## src/rtl/midi_pkg.sv

```systemverilog
// midi_pkg -- shared types and constants for the preset sender slice.
//
// Holds the sender FSM state enum, the MIDI program-change status nibble,
// the default preset count, the slot-index and 7-bit MIDI data typedefs, and
// a helper that builds a program-change status byte for a given channel.

package midi_pkg;

  // Upper nibble of a MIDI Program Change status byte.
  localparam logic [3:0] MIDI_PC_STATUS = 4'hC;

  // Default number of preset slots (slots are numbered 1..NUM_PRESETS).
  localparam int DEFAULT_NUM_PRESETS = 4;

  // Slot number as carried on btn_index / active_slot; 0 means "no slot".
  typedef logic [2:0] preset_idx_t;

  // MIDI data bytes carry 7 significant bits.
  typedef logic [6:0] midi_data_t;

  typedef enum logic [1:0] {
    IDLE        = 2'd0,
    SEND_STATUS = 2'd1,
    SEND_DATA   = 2'd2
  } sender_state_t;

  function automatic logic [7:0] pc_status_byte(input logic [3:0] channel);
    return {MIDI_PC_STATUS, channel};
  endfunction

endpackage

```

## src/rtl/preset_ram.sv

```systemverilog
// preset_ram -- NUM_PRESETS x 7-bit preset register file.
//
// Slots are addressed by their 1-based slot number; an address of 0 or one
// beyond NUM_PRESETS selects nothing (write ignored, read returns 0).
// Reset loads slot n with program n-1.
//
// Ports:
//   clk    in   clock
//   rst    in   synchronous active-high reset (reloads default programs)
//   we     in   write enable
//   waddr  in   slot number to write (1..NUM_PRESETS)
//   wdata  in   7-bit program number to store
//   raddr  in   slot number to read (1..NUM_PRESETS)
//   rdata  out  combinational read data for raddr

module preset_ram
  import midi_pkg::*;
#(
  parameter int NUM_PRESETS = DEFAULT_NUM_PRESETS
) (
  input  logic        clk,
  input  logic        rst,
  input  logic        we,
  input  preset_idx_t waddr,
  input  midi_data_t  wdata,
  input  preset_idx_t raddr,
  output midi_data_t  rdata
);

  midi_data_t mem [NUM_PRESETS];

  // Storage: entry i backs slot i+1. Matching the slot number per entry keeps
  // the address decode independent of how NUM_PRESETS relates to 2**3.
  always_ff @(posedge clk) begin
    if (rst) begin
      for (int i = 0; i < NUM_PRESETS; i++) begin
        mem[i] <= midi_data_t'(i);
      end
    end else if (we) begin
      for (int i = 0; i < NUM_PRESETS; i++) begin
        if (waddr == preset_idx_t'(i + 1)) begin
          mem[i] <= wdata;
        end
      end
    end
  end

  // Combinational read port.
  always_comb begin
    rdata = '0;
    for (int i = 0; i < NUM_PRESETS; i++) begin
      if (raddr == preset_idx_t'(i + 1)) begin
        rdata = mem[i];
      end
    end
  end

endmodule

```

## src/rtl/preset_sender.sv

```systemverilog
// preset_sender -- stores learned MIDI program numbers into preset slots and
// recalls them by sending a MIDI Program Change (status + data byte) to a
// UART transmitter over a valid/ready handshake.
//
// Optional feature macro: PRESET_RUNNING_STATUS_EN
//   When defined, a recall skips the status byte if the last status byte
//   sent since reset already equals the program-change status for this
//   channel (MIDI running status). Undefined: every recall sends both bytes.
//
// Ports:
//   clk            in   sole clock
//   rst            in   synchronous active-high reset
//   btn_index      in   one-cycle slot select, 0 = none
//   save_mode      in   1: btn_index stores, 0: btn_index recalls
//   midi_pc_valid  in   one-cycle strobe for a received program change
//   midi_pc        in   received program number
//   tx_data        out  MIDI byte offered to the transmitter
//   tx_valid       out  high while tx_data is offered
//   tx_ready       in   transmitter accepts tx_data
//   active_slot    out  last stored or recalled slot, 0 = none
//   busy           out  high whenever the FSM is not IDLE

module preset_sender
  import midi_pkg::*;
#(
  parameter logic [3:0] MIDI_CHANNEL = 4'd0,
  parameter int         NUM_PRESETS  = DEFAULT_NUM_PRESETS
) (
  input  logic       clk,
  input  logic       rst,
  input  logic [2:0] btn_index,
  input  logic       save_mode,
  input  logic       midi_pc_valid,
  input  logic [6:0] midi_pc,
  output logic [7:0] tx_data,
  output logic       tx_valid,
  input  logic       tx_ready,
  output logic [2:0] active_slot,
  output logic       busy
);

  localparam logic [7:0]  STATUS_BYTE = pc_status_byte(MIDI_CHANNEL);
  localparam preset_idx_t MAX_SLOT    = preset_idx_t'(NUM_PRESETS);

  sender_state_t state;

  midi_data_t learned_pc;
  logic       learned_ok;
  midi_data_t latched_val;
  midi_data_t slot_rdata;

  logic btn_ok;
  logic store_req;
  logic recall_req;
  logic tx_fire;
  logic skip_status;

  // Buttons only act in IDLE, so anything pressed while busy is simply lost.
  assign btn_ok     = (btn_index != '0) && (btn_index <= MAX_SLOT);
  assign store_req  = (state == IDLE) && btn_ok && save_mode && learned_ok;
  assign recall_req = (state == IDLE) && btn_ok && !save_mode;
  assign tx_fire    = tx_valid && tx_ready;
  assign busy       = (state != IDLE);

  // The store writes the learned_pc register value, i.e. the value held
  // before any midi_pc_valid update happening in the same cycle.
  preset_ram #(
    .NUM_PRESETS(NUM_PRESETS)
  ) u_ram (
    .clk   (clk),
    .rst   (rst),
    .we    (store_req),
    .waddr (btn_index),
    .wdata (learned_pc),
    .raddr (btn_index),
    .rdata (slot_rdata)
  );

  // Learn the most recent received program change, regardless of FSM state.
  always_ff @(posedge clk) begin
    if (rst) begin
      learned_pc <= '0;
      learned_ok <= 1'b0;
    end else if (midi_pc_valid) begin
      learned_pc <= midi_pc;
      learned_ok <= 1'b1;
    end
  end

`ifdef PRESET_RUNNING_STATUS_EN
  logic [7:0] last_status;
  logic       last_status_ok;

  // Track the last status byte actually accepted by the transmitter, so a
  // recall can rely on the receiver still holding it.
  always_ff @(posedge clk) begin
    if (rst) begin
      last_status    <= '0;
      last_status_ok <= 1'b0;
    end else if ((state == SEND_STATUS) && tx_fire) begin
      last_status    <= tx_data;
      last_status_ok <= 1'b1;
    end
  end

  assign skip_status = last_status_ok && (last_status == STATUS_BYTE);
`else
  assign skip_status = 1'b0;
`endif

  // Sender FSM with registered tx_data/tx_valid/active_slot. The slot value is
  // latched at recall time so a later rewrite cannot change an in-flight send.
  always_ff @(posedge clk) begin
    if (rst) begin
      state       <= IDLE;
      tx_valid    <= 1'b0;
      tx_data     <= '0;
      active_slot <= '0;
      latched_val <= '0;
    end else begin
      case (state)
        IDLE: begin
          if (store_req) begin
            active_slot <= btn_index;
          end else if (recall_req) begin
            latched_val <= slot_rdata;
            active_slot <= btn_index;
            tx_valid    <= 1'b1;
            if (skip_status) begin
              state   <= SEND_DATA;
              tx_data <= {1'b0, slot_rdata};
            end else begin
              state   <= SEND_STATUS;
              tx_data <= STATUS_BYTE;
            end
          end
        end
        SEND_STATUS: begin
          if (tx_fire) begin
            state   <= SEND_DATA;
            tx_data <= {1'b0, latched_val};
          end
        end
        SEND_DATA: begin
          if (tx_fire) begin
            state    <= IDLE;
            tx_valid <= 1'b0;
            tx_data  <= '0;
          end
        end
        default: begin
          state    <= IDLE;
          tx_valid <= 1'b0;
          tx_data  <= '0;
        end
      endcase
    end
  end

endmodule
```

## config.mk

```make
export PLATFORM = sky130hd
export DESIGN_NAME = preset_sender
export DESIGN_NICKNAME = d
export VERILOG_FILES = /design/src/rtl/midi_pkg.sv /design/src/rtl/preset_ram.sv /design/src/rtl/preset_sender.sv
export SDC_FILE = /design/constraint.sdc
export NUM_CORES = 1
export LEC_CHECK = 0
export CAP_MARGIN = 20
export CORE_MARGIN = 4
export CORE_UTILIZATION = 40
export DETAILED_ROUTE_END_ITERATION = 10
export RECOVER_POWER = 25
export SLEW_MARGIN = 15
export SYNTH_ARGS = -nofsm -noshare
export SYNTH_HDL_FRONTEND = slang
export SYNTH_SLANG_ARGS = --single-unit
```

## constraint.sdc

```tcl
create_clock -name clk -period 5.8 [get_ports clk]
set_input_delay 1.16 -clock clk [delete_from_list [all_inputs] [get_ports clk]]
set_output_delay 1.16 -clock clk [all_outputs]
set_load 0.03 [all_outputs]
```

==> reports/summary.txt <==
worst slew pin tran - 899.0 ps
Area contributors post-synth - edfxtp_1 (32%), dfxtp_1 (21%), and2_1 (5.7%), nor4bb_1 (4.5%), mux2i_1 (3.0%)
NetSw - 0.1944 mW
GRT overflow - 0
Reg2Reg Setup Slack - 3120 ps
Final Critical Period - 4685 ps
total clock sinks - 56
Final Hold Viols - 0
Tot GR Track Use - 0.1441
TritonCTS Buffers - 5
Post-Synthesis Cells - 232
ANT cells - 0
H-tree Lvls - 2
Top-Level Pins - 28
area of the multi-input gates - 1110 sq um
initial core utilization - 0.4140
Die X - 89.30 um
FF+latch area - 1401 sq um
Post-synth EDFFs - 28
HP Class - flop to flop
Setup violations, final - 0
area grow syn2layout - 13.87%
Cell variety after synth - 43
Total Nets Final - 266
initial antenna violation count - 0
TNS Setup - 0 ps
Final Max Slew Viols - 0
synthesis-stage register bit count - 56
Crit. End Element - flop
die height - 89.30 um
synthesized cell area - 2644 sq um
Max Buffers Root-to-Sink - 2
GPL Wtd Cong - 0.7551
port bufs - 27
Async S/R FF share, synth - 0
path type of the worst setup path - primary input to flop
syn avg cell area - 11.40 sq um
Reg clk slew, reported paths - 100 ps
total number of vias - 1752
post-synth top area share - 0.3180
CTS Hold Bufs - 0
Post-CTS Resized - 0
DIE AREA - 7974 sq um
largest net degree at the start of global routing - 35
FP Rows - 29
antenna-violating nets left - 0
DP HPWL - 3745 um
Sw Share - 0.2601
VDD IR max - 159.5 uV
drt first pass iters - 4
Leak - 1.117 nW
worst-skew pair later-pin latency - 310 ps
core area - 6386 sq um
sequential element share of the synthesized area - 0.5301
number of global-route vias before repair - 1622
number of max-cap violations - 0
CP required - 5740 ps
Final Skew - 10.91 ps
first-pass GRT wire length - 8514 um
run status - completed
Via density - 5.341
combinational share of power - 0.122
# fillers - 622
Syn Nets - 248
crit share post-route - 0.8077
Post-CTS Setup Bufs - 0
CTS tree - done
final WL - 5124 um
Max transition margin - 0.3944
Data arrival, critical path - 4620 ps
warnings from Yosys - 0
CP startpoint kind - primary input
RSZ-0062 raised after global routing - false
pwr dens - 248.4 nW/um^2
top cell type by total area after synthesis - edfxtp_1
P_int - 0.5532 mW
CP max FO - 26
hold slack - 469.4 ps
drt wl/cell - 15.62 um
layout cells sized above 1 - 0.07570
maximum clock rate - 213.5 MHz
Most used DFF post-synth - edfxtp_1
Root Driver - clkbuf_8
Pwr Total - 0.7476 mW
DR DRC count - 0
drt initial violations - 121
clock share of power - 0.288
part of the power in registers - 0.591
## per-stage QoR
step                      std cells  utilization  instance area [sq um]  worst slack (ps)
after floorplan                 232            -                   2644              2138
after global placement          320       0.4583                   2927              1380
after detailed placement        320       0.4583                   2927              1337
after CTS                       328       0.4726                   3018              1668
after global routing            328       0.4714                   3010             851.8
final                           328       0.4714                   3010              1115
## Yosys cell counts (5+ instances only)
cell type	n
o21ai_0	7
a21oi_1	6
nor4bb_1	12
and4b_1	7
nor2_1	19
nand2b_1	5
a32o_1	7
mux2i_1	8
nor2b_1	9
nor4_1	6
dfxtp_1	28
o41ai_1	5
edfxtp_1	28
clkbuf_1	11
and2_1	24
nand2_1	9
## cell families (layout without fill, tap and decap cells)
group | Yosys count | count (layout) | synth area share
muxes | 8 | 8 | 0.03029
buffers and inverters | 24 | 43 | 0.04874
AOI/OAI and AO/OA | 29 | 29 | 0.08330
xor gates and xnor gates | 1 | 1 | 0.003313
and+or+nand+nor | 113 | 113 | 0.2996
adders and majority gates | 1 | 1 | 0.004732
DFF | 56 | 56 | 0.5301
## layout make-up
class	count	area share
clock buffer	5	0.02286
clock inverter	3	0.007481
inverter	4	0.004988
multi-input combinational	152	0.3687
sequential	56	0.4655
tap	77	0.03200
timing repair buffer	31	0.09850
## power by group through the flow
stage	logic (mW)	clock network [mW]	registers, mW
after global routing	0.100	0.241	0.444
after floorplan	0.0617	0	0.451
after global placement	0.0939	0	0.451
final	0.0912	0.215	0.442
after detailed placement	0.0945	0	0.451
after CTS	0.0946	0.220	0.442
## placed cells by master (no fill, tap or decap), types with 6 or more instances in the layout
| master | n |
|---|---|
| clkdlybuf4s50_1 | 13 |
| nand2_1 | 9 |
| and4b_1 | 7 |
| dfxtp_1 | 28 |
| mux2i_1 | 8 |
| nor4bb_1 | 12 |
| nor2b_1 | 9 |
| a32o_1 | 7 |
| nor2_1 | 19 |
| a21oi_1 | 6 |
| edfxtp_1 | 28 |
| o21ai_0 | 7 |
| dlygate4sd3_1 | 14 |
| and2_1 | 24 |
| nor4_1 | 6 |
## critical path: stages
cell and delay (ps):
dlygate4sd3_1 520, clkbuf_1 640, nor2_1 120, ha_1 360, or4b_1 710, or2_2 380, o21ai_0 720
## path summary, 6_finish.rpt
kind                                   start              end  cells past startpoint
worst max register to register      state[1]  u_ram.mem[0][4]                      3
worst min register to register    tx_data[6]       tx_data[6]                      2
worst min-delay path              tx_data[6]       tx_data[6]                      2
worst max-delay path            btn_index[0]  u_ram.mem[0][4]                      7
## state kept, by name (all words and copies together) (netlist names)
name         cells
active_slot      3
u_ram.mem       28
tx_valid         1
state            2
latched_val      7
learned_ok       1
tx_data          7
learned_pc       7
## per-layer routing
layer,wire length [um],vias to the layer above,track usage
met5,0,-,0
met4,69,0,0.04465
met3,175,5,0.03318
met2,2387,28,0.2170
met1,2490,825,0.2059
li1,-,894,-
(Power assumes the default switching activity.)
